--- config.mk ---
export PLATFORM = sky130hd
export DESIGN_NAME = formater
export DESIGN_NICKNAME = d
export VERILOG_FILES = /design/src/rtl/formater.sv
export SDC_FILE = /design/constraint.sdc
export NUM_CORES = 1
export LEC_CHECK = 0
export ABC_AREA = 1
export CAP_MARGIN = 20
export CORE_MARGIN = 8
export CORE_UTILIZATION = 50
export CTS_CLUSTER_SIZE = 30
export DETAILED_ROUTE_END_ITERATION = 7
export DONT_BUFFER_PORTS = 1
export PLACE_DENSITY_LB_ADDON = 0.2
export REMOVE_ABC_BUFFERS = 1
export SYNTH_ARGS = -nofsm -noshare
export SYNTH_HDL_FRONTEND = slang
export SYNTH_SLANG_ARGS = --single-unit
--- constraint.sdc ---
create_clock -name clk_i -period 3.9 [get_ports clk_i]
set_input_delay 0.78 -clock clk_i [delete_from_list [all_inputs] [get_ports clk_i]]
set_output_delay 0.78 -clock clk_i [all_outputs]
set_load 0.02 [all_outputs]
--- src/rtl/formater.sv ---
// Packet formatter: collects per-channel words into a FIFO, then requests the
// downstream bus and streams the packet out with start/end markers once granted.
module formater #(
    parameter int FIFO_DEPTH = 16
) (
    input  logic        clk_i,
    input  logic        rstn_i,
    input  logic        a2f_val_i,
    input  logic [1:0]  a2f_id_i,
    input  logic [31:0] a2f_dat_i,
    input  logic [2:0]  slv0_len_i,
    input  logic [2:0]  slv1_len_i,
    input  logic [2:0]  slv2_len_i,
    output logic        f2a_ack_o,
    output logic [1:0]  fmt_chid_o,
    output logic [4:0]  fmt_length_o,
    output logic        fmt_req_o,
    input  logic        fmt_grant_i,
    output logic [31:0] fmt_data_o,
    output logic        fmt_start_o,
    output logic        fmt_end_o
);

    localparam int AW = (FIFO_DEPTH > 1) ? $clog2(FIFO_DEPTH) : 1;

    typedef enum logic [1:0] {
        COLLECT = 2'd0,
        REQ     = 2'd1,
        SEND    = 2'd2
    } state_t;

    state_t      state_q, state_d;
    logic [4:0]  cnt_q, cnt_d;
    logic [4:0]  rd_ptr_q, rd_ptr_d;
    logic [4:0]  length_q, length_d;
    logic [1:0]  chid_q, chid_d;
    logic        req_q, req_d;
    logic        start_q, start_d;
    logic        end_q, end_d;
    logic [31:0] data_q, data_d;
    logic [31:0] mem_q [FIFO_DEPTH];

    logic        ack;
    logic [2:0]  len_code;
    logic [4:0]  new_len;
    logic [4:0]  pkt_len;

    function automatic logic [4:0] decode_len(input logic [2:0] code);
        case (code)
            3'd0:    return 5'd4;
            3'd1:    return 5'd8;
            default: return 5'd16;
        endcase
    endfunction

    always_comb begin
        case (a2f_id_i)
            2'd0:    len_code = slv0_len_i;
            2'd1:    len_code = slv1_len_i;
            default: len_code = slv2_len_i;
        endcase
    end

    assign new_len = decode_len(len_code);
    // Length is only taken from the code on the first word; later code changes are ignored.
    assign pkt_len = (cnt_q == 5'd0) ? new_len : length_q;

    assign ack = a2f_val_i && !rstn_i && (state_q == COLLECT) && (a2f_id_i != 2'd3)
               && ((cnt_q == 5'd0) || (a2f_id_i == chid_q));

    always_comb begin
        state_d  = state_q;
        cnt_d    = cnt_q;
        rd_ptr_d = rd_ptr_q;
        length_d = length_q;
        chid_d   = chid_q;
        req_d    = req_q;
        data_d   = 32'd0;
        start_d  = 1'b0;
        end_d    = 1'b0;
        case (state_q)
            COLLECT: begin
                if (ack) begin
                    cnt_d = 5'(cnt_q + 5'd1);
                    if (cnt_q == 5'd0) begin
                        chid_d   = a2f_id_i;
                        length_d = new_len;
                    end
                    if (5'(cnt_q + 5'd1) == pkt_len) begin
                        state_d = REQ;
                        req_d   = 1'b1;
                    end
                end
            end
            REQ: begin
                if (fmt_grant_i) begin
                    state_d  = SEND;
                    req_d    = 1'b0;
                    data_d   = mem_q[0];
                    start_d  = 1'b1;
                    rd_ptr_d = 5'd1;
                end
            end
            SEND: begin
                if (end_q) begin
                    state_d  = COLLECT;
                    cnt_d    = 5'd0;
                    rd_ptr_d = 5'd0;
                end else begin
                    data_d   = mem_q[AW'(rd_ptr_q)];
                    end_d    = (rd_ptr_q == 5'(length_q - 5'd1));
                    rd_ptr_d = 5'(rd_ptr_q + 5'd1);
                end
            end
            default: state_d = COLLECT;
        endcase
    end

    always_ff @(posedge clk_i or posedge rstn_i) begin
        if (rstn_i) begin
            state_q  <= COLLECT;
            cnt_q    <= 5'd0;
            rd_ptr_q <= 5'd0;
            length_q <= 5'd0;
            chid_q   <= 2'd0;
            req_q    <= 1'b0;
            data_q   <= 32'd0;
            start_q  <= 1'b0;
            end_q    <= 1'b0;
        end else begin
            state_q  <= state_d;
            cnt_q    <= cnt_d;
            rd_ptr_q <= rd_ptr_d;
            length_q <= length_d;
            chid_q   <= chid_d;
            req_q    <= req_d;
            data_q   <= data_d;
            start_q  <= start_d;
            end_q    <= end_d;
        end
    end

    // Storage needs no reset: cnt_q clearing empties it, and reads never pass cnt_q.
    always_ff @(posedge clk_i) begin
        if (ack) begin
            mem_q[AW'(cnt_q)] <= a2f_dat_i;
        end
    end

    assign f2a_ack_o    = ack;
    assign fmt_chid_o   = chid_q;
    assign fmt_length_o = length_q;
    assign fmt_req_o    = req_q;
    assign fmt_data_o   = data_q;
    assign fmt_start_o  = start_q;
    assign fmt_end_o    = end_q;

endmodule

==> flow_metrics.env <==
export IMPL_status="finished clean"
export IMPL_fp_row_count=78
export IMPL_vias_per_cell=5.83
export IMPL_setup_violations=0
export IMPL_synth_top_family_by_area="compound AO/OA/AOI/OAI gates"
export IMPL_start_util=0.502
export IMPL_core_um2=45000
export IMPL_fillers=3639
export IMPL_clock_latency_ns=0.61
export IMPL_p_leak_nw=8.20
export IMPL_path_buf_inv=4
export IMPL_wl_per_cell_um=22.6
export IMPL_ctsResizeCount=0
export IMPL_fin_crit_sh=0.839
export IMPL_setup_ws_ns=0.630
export IMPL_crit_slowest_cell="nor2_4"
export IMPL_dp_slack_ns=0.625
export IMPL_critPathMaxStageDelay_ns=0.57
export IMPL_reg2reg_slack_ns=0.63
export IMPL_drive_gt1_frac=0.0902
export IMPL_synthDistinctLibCells=39
export IMPL_critical_path_cell_chain="inv_1 -> ha_1 -> inv_1 -> nor2_1 -> nand2_4 -> o21ai_0 -> nand2_1 -> clkinv_1 -> nand2_1 -> nor2_4 -> buf_12"
export IMPL_critical_path_top_delay_family="simple AND/OR/NAND/NOR gates"
export IMPL_r2r_start="cnt_q[0]$_DFFE_PP0P_"
export IMPL_drtIter0Drc=1345
export IMPL_cts_root_buf="clkbuf_16"
export IMPL_cts_tree="done"
export IMPL_gr_total_overflow=0
export IMPL_vias=13800
export IMPL_fmax_mhz=306
export IMPL_first_pass_iters=5
export IMPL_grt_pass1_wl_um=82700
export IMPL_synthAdderAreaFrac=0.00499
export IMPL_layout_common_cells="edfxtp_1 (512), nor2_1 (266), o21ai_0 (255), nand2_1 (177), nand3_1 (74)"
export IMPL_final_antenna_net_count=0
export IMPL_die_x_um=229
export IMPL_hold_viol=0
export IMPL_power_density_nw_per_um2=657
export IMPL_synth_area_per_cell_um2=13.0
export IMPL_synth_mux_area_frac=0
export IMPL_peakVddDrop_mv=0.388
export IMPL_period_minus_slack_ns=3.27
export IMPL_worstSetupPathType="reg -> reg"
export IMPL_hpwlAfterDp_um=29300
export IMPL_crit_fanout=18
export IMPL_drt_wl_total_um=53600
export IMPL_cap_violations=0
export IMPL_antenna_cells=0
export IMPL_place_congestion=0.782
export IMPL_dpl_cell_count=2268
export IMPL_ff2ff_path_depth=11
export IMPL_fin_skew_ns=0.0180
export IMPL_drcViolationCount=0
export IMPL_layout_commonest_cell="edfxtp_1"
export IMPL_clockBufferDepth=3
export IMPL_required_ns=4.21
export IMPL_rsz0062_at_grt="false"
export IMPL_die_h_um=229
export IMPL_yosys_area_share_xor_xnor=0.00388
export IMPL_antenna_found_initial=0
export IMPL_stdcell_count=2373
export IMPL_arrival_ns=3.58
export IMPL_postCtsHoldBufs=0
export IMPL_final_util=0.557
export IMPL_synth_seq_cells=566
export IMPL_yosys_area_share_simple=0.101
export IMPL_grt_pass1_vias=13700
export IMPL_fin_nets=1782
export IMPL_maxSlewViolCount=0
export IMPL_critPathCaptureType="flip-flop"
export IMPL_min_path_type="in -> async"
export IMPL_clk_pin_slew_ns=0.06
export IMPL_ios=90
export IMPL_port_buffers=0
export IMPL_die_area_um2=52200
export IMPL_max_slew_margin_rel=0.473
export IMPL_yosysWarnings=0
export IMPL_syn_inst=1741
export IMPL_netlist_area_um2=22600
export IMPL_gr_usage_all_layers=0.203
export IMPL_cp_start_kind="flip-flop"
export IMPL_yosysSeqAreaShare=0.741
export IMPL_postCtsSetupBuffers=0
export IMPL_htreeDepth=2
export IMPL_tightest_slew_ns=0.789
export IMPL_numCtsBuffers=56
export IMPL_synth_compound_area_frac=0.116
export IMPL_grt_max_degree=149
export IMPL_reg2reg_to="mem_q[4][5]$_DFFE_PP_"
export IMPL_area_delta_synth_final_pct=11.0
export IMPL_power_mw=16.5
export IMPL_cts_sinks=566
==> cell usage after synthesis, drive strengths merged <==
cell     count  area (um2)
nand3       79         420
a31oi        1        6.26
nand4        6        37.5
a21oi       38         194
ha           9         113
clkinv       1        3.75
o221ai      58         508
o22ai       72         450
buf         58         394
o211ai       7        52.6
edfxtp     512       15400
xor2         7        61.3
nor2       288        1130
a22oi        1        12.5
nand2      181         694
or3          1        6.26
dfrtp       54        1350
clkbuf      56         211
inv         34         135
a2111oi      1        15.0
o2111ai      1        8.76
xnor2        3        26.3
o21ai      273        1370
==> per-layer routing <==
metal | part of all wire | track usage | up-vias
met3 | 0.072 | 0.0328 | 89
li1 | - | - | 6395
met5 | 0 | 0 | -
met2 | 0.46 | 0.322 | 483
met4 | 0.027 | 0.0676 | 0
met1 | 0.44 | 0.284 | 6858
==> worst max-delay path by stage <==
stage	start	endpoint	slack, ns	cells after the start
2_1_floorplan	rd_ptr_q[0]$_DFFE_PP0P_	fmt_data_o[1]$_DFF_PP0_	-2.23	7
3_3_place_gp	cnt_q[0]$_DFFE_PP0P_	mem_q[4][25]$_DFFE_PP_	0.69	11
3_5_place_dp	cnt_q[0]$_DFFE_PP0P_	mem_q[4][24]$_DFFE_PP_	0.62	11
4_1_cts	cnt_q[0]$_DFFE_PP0P_	mem_q[4][4]$_DFFE_PP_	0.62	11
5_1_grt	cnt_q[0]$_DFFE_PP0P_	mem_q[4][29]$_DFFE_PP_	0.48	11
6_report	cnt_q[0]$_DFFE_PP0P_	mem_q[4][5]$_DFFE_PP_	0.63	11
==> flip-flops by register name (all words and copies together) (netlist names) <==
signal	cells
fmt_req_o	1
state_q	2
fmt_end_o	1
fmt_start_o	1
cnt_q	5
fmt_data_o	32
mem_q	512
fmt_chid_o	2
fmt_length_o	5
rd_ptr_q	5
==> metrics by stage <==
stage          TNS, ns  area [um2]  hold WS [ns]
3_3_place_gp         0       23300         0.487
5_1_grt              0       25100         0.165
4_1_cts              0       25100         0.155
3_5_place_dp         0       23300         0.497
2_1_floorplan  -395.21       22000         0.466
6_report             0       25100         0.151
==> power breakdown <==
group	switching (mW)	internal (mW)
Combinational	2.76	1.16
Sequential	0.453	6.87
Clock	2.19	3.03
Total	5.41	11.1
==> kinds of logic (layout without fill, tap and decap cells) <==
kind of cell,count (synthesis),count (layout)
fa+ha+maj,9,9
xor+xnor,10,10
compound gates,452,452
buf+inv,149,181
flops,566,566
simple gates,555,555
==> area by class of cell <==
cell class	instances	area, um2	share of cell area
flip-flops and latches	566	16700	0.668
clock inverters	17	135	0.00539
repair buffers	41	408	0.0163
clock buffers	88	1650	0.0660
well taps	600	751	0.0300
inverters	35	140	0.00559
multi-input cells	1026	5240	0.209
Power figures use the tool's default switching activity.
